## config.mk

```make
export PLATFORM = sky130hd
export DESIGN_NAME = zz_rle_enc
export DESIGN_NICKNAME = d
export VERILOG_FILES = /design/src/rtl/zz_rle_enc.sv
export SDC_FILE = /design/constraint.sdc
export NUM_CORES = 1
export LEC_CHECK = 0
export CORE_UTILIZATION = 41
export CTS_CLUSTER_DIAMETER = 200
export CTS_CLUSTER_SIZE = 28
export DETAILED_ROUTE_END_ITERATION = 8
export PLACE_DENSITY = 0.66
export SKIP_LAST_GASP = 1
export SLEW_MARGIN = 20
export SYNTH_ARGS = -nofsm -noshare
export SYNTH_HDL_FRONTEND = slang
export SYNTH_SLANG_ARGS = --single-unit
```

## constraint.sdc

```tcl
create_clock -name clk -period 2.36 [get_ports clk]
set_input_delay 0.354 -clock clk [delete_from_list [all_inputs] [get_ports clk]]
set_output_delay 0.354 -clock clk [all_outputs]
set_load 0.01 [all_outputs]
```

## src/rtl/zz_rle_enc.sv

```systemverilog
// Run-length encoder for zigzag-ordered coefficient blocks.
// Emits one DC token per block, (run, level) per nonzero AC, and EOB when the block ends in zeros.
module zz_rle_enc #(
    parameter int DW      = 10,
    parameter int BLK_LEN = 64,
    parameter int DC_DIFF = 1,
    localparam int CW     = $clog2(BLK_LEN)
) (
    input  logic          clk,
    input  logic          rst,
    input  logic          vld_in,
    input  logic [DW-1:0] din,
    output logic          vld_out,
    output logic          dc_out,
    output logic [CW-1:0] run,
    output logic [DW:0]   level,
    output logic          eob,
    output logic          last
);

    typedef enum logic {S_DC, S_AC} state_t;

    localparam logic [CW-1:0] LAST_IDX = CW'(BLK_LEN - 1);

    state_t        state, state_nx;
    logic [CW-1:0] idx, idx_nx;
    logic [CW-1:0] zrun, zrun_nx;
    logic [DW-1:0] prev_dc, prev_dc_nx;

    logic          vld_nx, dc_nx, eob_nx, last_nx;
    logic [CW-1:0] run_nx;
    logic [DW:0]   level_nx;
    logic [DW:0]   din_x, prev_x;

    assign din_x  = {din[DW-1], din};
    assign prev_x = {prev_dc[DW-1], prev_dc};

    always_comb begin
        state_nx   = state;
        idx_nx     = idx;
        zrun_nx    = zrun;
        prev_dc_nx = prev_dc;
        vld_nx     = 1'b0;
        dc_nx      = 1'b0;
        eob_nx     = 1'b0;
        last_nx    = 1'b0;
        run_nx     = '0;
        level_nx   = '0;
        if (vld_in) begin
            unique case (state)
                S_DC: begin
                    vld_nx     = 1'b1;
                    dc_nx      = 1'b1;
                    // DC_DIFF=1: level is DPCM against the previous block's DC
                    level_nx   = (DC_DIFF != 0) ? din_x - prev_x : din_x;
                    prev_dc_nx = din;
                    idx_nx     = CW'(1);
                    zrun_nx    = '0;
                    state_nx   = S_AC;
                end
                S_AC: begin
                    if (idx == LAST_IDX) begin
                        vld_nx  = 1'b1;
                        last_nx = 1'b1;
                        if (din != '0) begin
                            run_nx   = zrun;
                            level_nx = din_x;
                        end else begin
                            eob_nx = 1'b1;
                        end
                        idx_nx   = '0;
                        zrun_nx  = '0;
                        state_nx = S_DC;
                    end else begin
                        if (din != '0) begin
                            vld_nx   = 1'b1;
                            run_nx   = zrun;
                            level_nx = din_x;
                            zrun_nx  = '0;
                        end else begin
                            zrun_nx = zrun + CW'(1);
                        end
                        idx_nx = idx + CW'(1);
                    end
                end
                default: state_nx = S_DC;
            endcase
        end
    end

    always_ff @(posedge clk) begin
        if (rst) begin
            state   <= S_DC;
            idx     <= '0;
            zrun    <= '0;
            prev_dc <= '0;
            vld_out <= 1'b0;
            dc_out  <= 1'b0;
            run     <= '0;
            level   <= '0;
            eob     <= 1'b0;
            last    <= 1'b0;
        end else begin
            state   <= state_nx;
            idx     <= idx_nx;
            zrun    <= zrun_nx;
            prev_dc <= prev_dc_nx;
            vld_out <= vld_nx;
            dc_out  <= dc_nx;
            run     <= run_nx;
            level   <= level_nx;
            eob     <= eob_nx;
            last    <= last_nx;
        end
    end

endmodule

```

# Word-level counts from Yosys, hierarchy flattened

Cells that the tools add are included.

$add $sub $neg: 3
Equality and inequality tests: 1
Muxes and demuxes: 15
Bitwise logic cells: 4
Reductions and logical operators: 6

Operator list:

| operator            | count |
|---|---|
| $pmux 6 s2          | 2 |
| $pmux 11 s2         | 1 |
| $mux 6              | 3 |
| $add 6x1->6 const B | 2 |
| $mux 11             | 1 |
| $sub 10x10->11      | 1 |
| $reduce_bool 10->1  | 1 |
| $reduce_or 4->1     | 2 |
| $eq 6x6->1 const B  | 1 |
| $mux 1              | 6 |
| $not 1->1           | 4 |
| $pmux 1 s2          | 2 |
| $reduce_or 3->1     | 1 |
| $reduce_and 2->1    | 1 |
| $reduce_or 2->1     | 1 |

Flip-flop bits (word level): 44
Logic and storage cells: 39

# Longest topological paths before layout

Gate-level depths: netlist of the first run.

Depth after elaboration: 4
Gate-level depth with buffers: 9
Depth with buffers taken out: 9

# Least setup slack after synthesis of the first run

Ideal clock, no wire load.

Path type: input port to flip-flop
From: in din[0]
To: reg level[8]
Library setup time: 0.122 ns
Arrival time: 1.652 ns
Data required time: 2.238 ns
Setup slack: 0.586 ns
Cell stages on the path: 9
Path through: inv_1 -> ha_1 -> inv_1 -> fa_1 -> nand3_1 -> nand2_1 -> a21oi_2 -> nor4_1 -> a311o_1

Word-level cells in the longest chain between the ends: 3
Elaborated cells on any way between the ends: 4
Those cells by class: add/sub (1); mux (2); reduce/logical (1)

RTL lines:

| element                                                                | RTL line | source |
|---|---|---|
| start: declaration                                                     | 12       | `input logic [DW-1:0] din,` |
| parallel branches: the longest is 2 deep, another holds $sub 10x10->11 | --       |  |
| $pmux 11 s2 (*)                                                        | 50       | `unique case (state)` |
| end signal: assignment                                                 | 111      | `level <= level_nx;` |
| end: declaration                                                       | 16       | `output logic [DW:0] level,` |

Mark *: on every way between the ends.
A chain may end at the register's enable or synchronous reset.

# Worst setup path in the final report of the first run

Ends and elaborated chain as after synthesis.

==> results of run 1 <==
## stage by stage
stage	cell area, µm²	util	hold WS (ns)
2_1_floorplan	2100	-	0.436
3_3_place_gp	2560	0.532	0.444
3_5_place_dp	2560	0.532	0.446
4_1_cts	2670	0.555	0.459
5_1_grt	2670	0.555	0.480
6_report	2670	0.555	0.457
## worst min-delay path, delay by kind of cell, from the launching register on
kind | cells | cell delay [ns]
AO/OA/AOI/OAI | 1 | 0.05
flip-flops | 1 | 0.32
AND/OR/NAND/NOR | 1 | 0.05
## Yosys cell counts, types with 2 or more instances
cell / n
a21oi_1: 24
a22oi_1: 2
and2_1: 7
buf_2: 5
clkbuf_1: 2
dfxtp_1: 44
ha_1: 12
inv_1: 16
mux2i_1: 2
nand2_1: 35
nand2b_1: 3
nand3_1: 13
nand4_1: 3
nand4b_1: 2
nor2_1: 22
nor3_1: 5
nor4_1: 3
nor4b_1: 2
o21a_1: 2
o21ai_0: 9
o31ai_1: 2
xnor2_1: 6
xor2_1: 3
## worst paths after layout
kind	from	endpoint	slack, ns	depth (start not counted)
min	prev_dc[9]$_SDFFE_PP0P_	prev_dc[9]$_SDFFE_PP0P_	0.46	2
min reg2reg	prev_dc[9]$_SDFFE_PP0P_	prev_dc[9]$_SDFFE_PP0P_	0.46	2
max	din[0]	level[8]$_SDFF_PP0_	0.29	10
max reg2reg	prev_dc[0]$_SDFFE_PP0P_	level[8]$_SDFF_PP0_	0.48	8
## registers in the layout (all words and copies together) (netlist names)
register / count
run: 6
dc_out: 1
level: 11
zrun: 6
idx: 6
prev_dc: 10
state: 1
last: 1
vld_out: 1
eob: 1
## per-layer routing
metal	vias to the layer above	GRT usage	share of wire
li1	930	-	-
met1	823	0.237	0.46
met2	44	0.298	0.47
met3	10	0.0494	0.058
met4	0	0.0684	0.018
met5	-	0	0
## logic make-up after synthesis
| family | after synthesis | share of synthesized area |
|---|---|---|
| compound gates | 50 | 0.149 |
| xor+xnor | 9 | 0.0375 |
| fa+ha+maj | 13 | 0.0810 |
| buf+inv | 25 | 0.0542 |
| flops | 44 | 0.419 |
| mux | 2 | 0.00953 |
| simple gates | 105 | 0.250 |
## placed cells by master (no fill, tap or decap), drive strengths merged, types with 2 or more instances in the layout
cell type / synthesis / final
a21oi: 25 / 25
a22oi: 2 / 2
and2: 7 / 7
buf: 6 / 11
bufinv: 1 / 2
clkbuf: 2 / 5
clkdlybuf4s50: 0 / 33
dfxtp: 44 / 44
ha: 12 / 12
inv: 16 / 16
mux2i: 2 / 2
nand2: 35 / 35
nand2b: 3 / 3
nand3: 13 / 13
nand4: 3 / 3
nand4b: 2 / 2
nor2: 25 / 25
nor3: 5 / 5
nor4: 3 / 3
nor4b: 2 / 2
o21a: 2 / 2
o21ai: 10 / 10
o21bai: 2 / 2
o31ai: 3 / 3
or2: 2 / 2
xnor2: 6 / 6
xor2: 3 / 3
## where the power goes
group          internal [mW]  total, mW  switching, mW
clock                  0.313      0.573          0.260
combinational          0.137      0.284          0.147
sequential             0.771      0.788         0.0169
## final cells by class
cell class	instances	area (µm²)
clock buffers	5	68.8
clock inverters	3	42.5
fillers	465	2140
inverters	17	77.6
multi-input cells	179	1110
flip-flops and latches	44	881
well taps	67	83.8
repair buffers	44	413
==> reports/qor.yml, run 1 <==
place_congestion: 0.846
period_minus_slack_ns: 2.07
io_pins: 34
async_flop_share: 0
yosysSeqAreaShare: 0.419
start_util: 0.436
antenna_found_initial: 0
yosysWarnings: 0
die_width_um: 73.6
cap_violations: 0
layoutNonFillerInstCount: 359
finalHoldViolations: 0
critical_path_class: "primary input to register"
syn-cell-area_um2: 2100
syn_inst: 248
yosysUniqueCellTypes: 47
crit_path_top_delay_cell: "clkdlybuf4s50_1"
synth_edf_count: 0
first_iter_violations: 127
cts_tree: "yes"
setup_viol: 0
vias: 1807
skew_ns: 0.00456
place_ws_ns: -0.0325
crit_top_cell: "inv_1"
num_antenna_cells: 0
area_growth_pct: 27.2
post_cts_resize_count: 0
core_area_um2: 4820
nNetsFinal: 317
h-tree-depth: 2
cts_hold_buf: 0
clock-sinks: 44
synth_seq_cells: 44
max_slew.worst_pin.slew_ns: 0.620
status: "finished, final reports clean"
hold_path.class: "register to register"
grt_pass1_vias: 1654
power.total_mw: 1.64
crit_path_max_fanout: 3
routedWlPerCell_um: 12.2
drtAntennaViolNets: 0
core.rowCount: 25
overflow: 0
cts_buffer_depth: 2
cpPeakStageDelay_ns: 0.42
syn_area_per_cell_um2: 8.47
cts_root_buf: "clkbuf_8"
power.density_nw_per_um2: 615
dp_cells: 351
clk_pin_slew_ns: 0.08
critical_path_required_ns: 2.55
cts_buffers: 5
drc: 0
fmax_ghz: 0.482
grt_pass1_wl_um: 7560
setup-tns-final_ns: 0
end_kind: "register"
grt_max_degree: 20
track_usage: 0.185
slew_headroom: 0.586
synth_nets: 274
die_h_um: 73.6
yosys.area.top_type: "dfxtp_1"
die_area_um2: 5410
min_period_over_period: 0.878
startpoint_type: "primary input"
synth_ff_type: "dfxtp_1"
synthTopCellsByArea: "dfxtp_1, ha_1, nand2_1"
firstDrtPassIters: 4
cpLargestDelayFamily: "adder cells"
netlist.area_leader.share: 0.419
clock_latency_ns: 0.30
path_cells: "clkdlybuf4s50_1, inv_1, ha_1, inv_1, fa_1, nand3_1, nand2_1, a21oi_2, nor4_1, a311o_1"
cts_setup_buffers: 0
vias_per_cell: 5.03
rsz0062_at_grt: "false"
ir_drop_v: 0.000393
worst_ep_arrival_time_ns: 2.26
drive_gt1_frac: 0.0925
leakagePower_nw: 1.02
worst-path-buf-inv: 3
drt-total-wl_um: 4360
io_buffers: 33
dp_hpwl_um: 3230
worst_slack_ns: 0.287
maxSlewViolCount: 0
Note: power is estimated with default switching activity, not from simulation.
==> run 2, diff against run 1 <==
Settings changed: PLACE_DENSITY 0.66 to 0.6.
==> reports/qor.yml, run 2 (synthesis results as in run 1) <==
status: "finished, final reports clean"  # unchanged
place_congestion: 0.866  # was 0.846
core_area_um2: 4820  # unchanged
die_h_um: 73.6  # unchanged
start_util: 0.436  # unchanged
max_slew.worst_pin.slew_ns: 0.453  # was 0.620 ns
fin_util: 0.552  # was 0.555
cts_buffer_depth: 2  # unchanged
startpoint_type: "primary input"  # unchanged
die_area_um2: 5410  # unchanged
vias_per_cell: 4.96  # was 5.03
place_ws_ns: 0.0623  # was -0.0325 ns
drtAntennaViolNets: 0  # unchanged
cts_root_buf: "clkbuf_8"  # unchanged
drc: 0  # unchanged
die_width_um: 73.6  # unchanged
largest_register_ffs: 11  # unchanged
critical_path_required_ns: 2.59  # was 2.55 ns
crit_path_top_delay_cell: "clkdlybuf4s50_1"  # unchanged
cpPeakStageDelay_ns: 0.47  # was 0.42 ns
track_usage: 0.179  # was 0.185
rsz0062_at_grt: "false"  # unchanged
cts_buffers: 5  # unchanged
skew_ns: 0.00315  # was 0.00456 ns
critical_path_class: "primary input to register"  # unchanged
grt_pass1_wl_um: 7370  # was 7560 µm
layoutNonFillerInstCount: 359  # unchanged
vias: 1780  # was 1807
layout_commonest_cell: "dfxtp_1"  # unchanged
power.density_nw_per_um2: 589  # was 615 nW/µm²
io_buffers: 33  # unchanged
cts_tree: "yes"  # unchanged
core.rowCount: 25  # unchanged
period_minus_slack_ns: 2.02  # was 2.07 ns
whs_ns: 0.460  # was 0.457 ns
drive_gt1_frac: 0.0925  # unchanged
maxSlewViolCount: 0  # unchanged
cts_hold_buf: 0  # unchanged
setup_viol: 0  # unchanged
cpLargestDelayFamily: "buffers and inverters"  # was adder cells
h-tree-depth: 2  # unchanged
clock_latency_ns: 0.29  # was 0.30 ns
worst_slack_ns: 0.341  # was 0.287 ns
layout_common_cells: "dfxtp_1, nand2_1, clkdlybuf4s50_1"  # unchanged
min_period_over_period: 0.855  # was 0.878
overflow: 0  # unchanged
largestRegisters: "level: 11 flops, prev_dc: 10 flops"  # unchanged
nNetsFinal: 317  # unchanged
worst_ep_arrival_time_ns: 2.25  # was 2.26 ns
dp_cells: 351  # unchanged
grt_max_degree: 26  # was 20
drt-total-wl_um: 4420  # was 4360 µm
crit_path_max_fanout: 2  # was 3
slew_headroom: 0.695  # was 0.586
setup-tns-final_ns: 0  # unchanged
top_register: "level"  # unchanged
hold_path.class: "register to register"  # unchanged
first_iter_violations: 106  # was 127
area_growth_pct: 26.6  # was 27.2%
antenna_found_initial: 0  # unchanged
end_kind: "register"  # unchanged
fmax_ghz: 0.495  # was 0.482 GHz
firstDrtPassIters: 4  # unchanged
leakagePower_nw: 1.01  # was 1.02 nW
clock-sinks: 44  # unchanged
clk_pin_slew_ns: 0.08  # about the same
ir_drop_v: 0.000274  # was 0.000393 V
io_pins: 34  # unchanged
cap_violations: 0  # unchanged
path_cells: "clkdlybuf4s50_1, inv_1, ha_1, inv_1, fa_1, nand3_1, nand2_1, buf_4, a31oi_1, or4_1, nand3_1"  # was clkdlybuf4s50_1, inv_1, ha_1, inv_1, fa_1, nand3_1, nand2_1, a21oi_2, nor4_1, a311o_1
worst-path-buf-inv: 4  # was 3
finalHoldViolations: 0  # unchanged
routedWlPerCell_um: 12.3  # was 12.2 µm
grt_pass1_vias: 1638  # was 1654
num_antenna_cells: 0  # unchanged
dp_hpwl_um: 3280  # was 3230 µm
cts_setup_buffers: 0  # unchanged
post_cts_resize_count: 0  # unchanged
==> run 2: final timing paths <==
path / depth (start not counted) / start / to / slack [ns]
worst max register to register: 9 / prev_dc[0]$_SDFFE_PP0P_ / level[6]$_SDFF_PP0_ / 0.57
worst min register to register: 2 / prev_dc[8]$_SDFFE_PP0P_ / prev_dc[8]$_SDFFE_PP0P_ / 0.46
worst min-delay path: 2 / prev_dc[8]$_SDFFE_PP0P_ / prev_dc[8]$_SDFFE_PP0P_ / 0.46
worst max-delay path: 11 / din[0] / level[6]$_SDFF_PP0_ / 0.34
==> run 2: layer usage <==
metal | track usage | vias up | wire length [µm]
met3 | 0.0453 | 4 | 224
met4 | 0.0513 | 0 | 46
met1 | 0.228 | 789 | 2130
li1 | - | 937 | -
met2 | 0.299 | 50 | 2020
met5 | 0 | - | 0
==> run 2: worst min-delay path, cell delays in order, from the launching register on <==
cell and delay (ns):
dfxtp_1 0.32, nand2_1 0.05, a21oi_1 0.05
==> run 2: metrics by stage <==
| step | total power [mW] | cell area, µm² |
|---|---|---|
| 2_1_floorplan | 0.979 | 2100 |
| 3_3_place_gp | 1.09 | 2560 |
| 3_5_place_dp | 1.09 | 2560 |
| 4_1_cts | 1.59 | 2660 |
| 5_1_grt | 1.66 | 2660 |
| 6_report | 1.57 | 2660 |
==> run 2: layout make-up <==
| class | count | area [µm²] |
|---|---|---|
| clock buffers | 6 | 82.6 |
| well taps | 67 | 83.8 |
| inverters | 17 | 77.6 |
| clock inverters | 2 | 15.0 |
| flip-flops and latches | 44 | 881 |
| repair buffers | 44 | 413 |
| fillers | 461 | 2160 |
| multi-input cells | 179 | 1110 |
==> run 2: power by group <==
group | leakage [nW] | total, mW | switching (mW) | internal, mW
sequential | 0.359 | 0.785 | 0.0136 | 0.771
combinational | 0.606 | 0.289 | 0.150 | 0.139
clock | 0.0434 | 0.492 | 0.255 | 0.237
total | 1.01 | 1.57 | 0.419 | 1.15
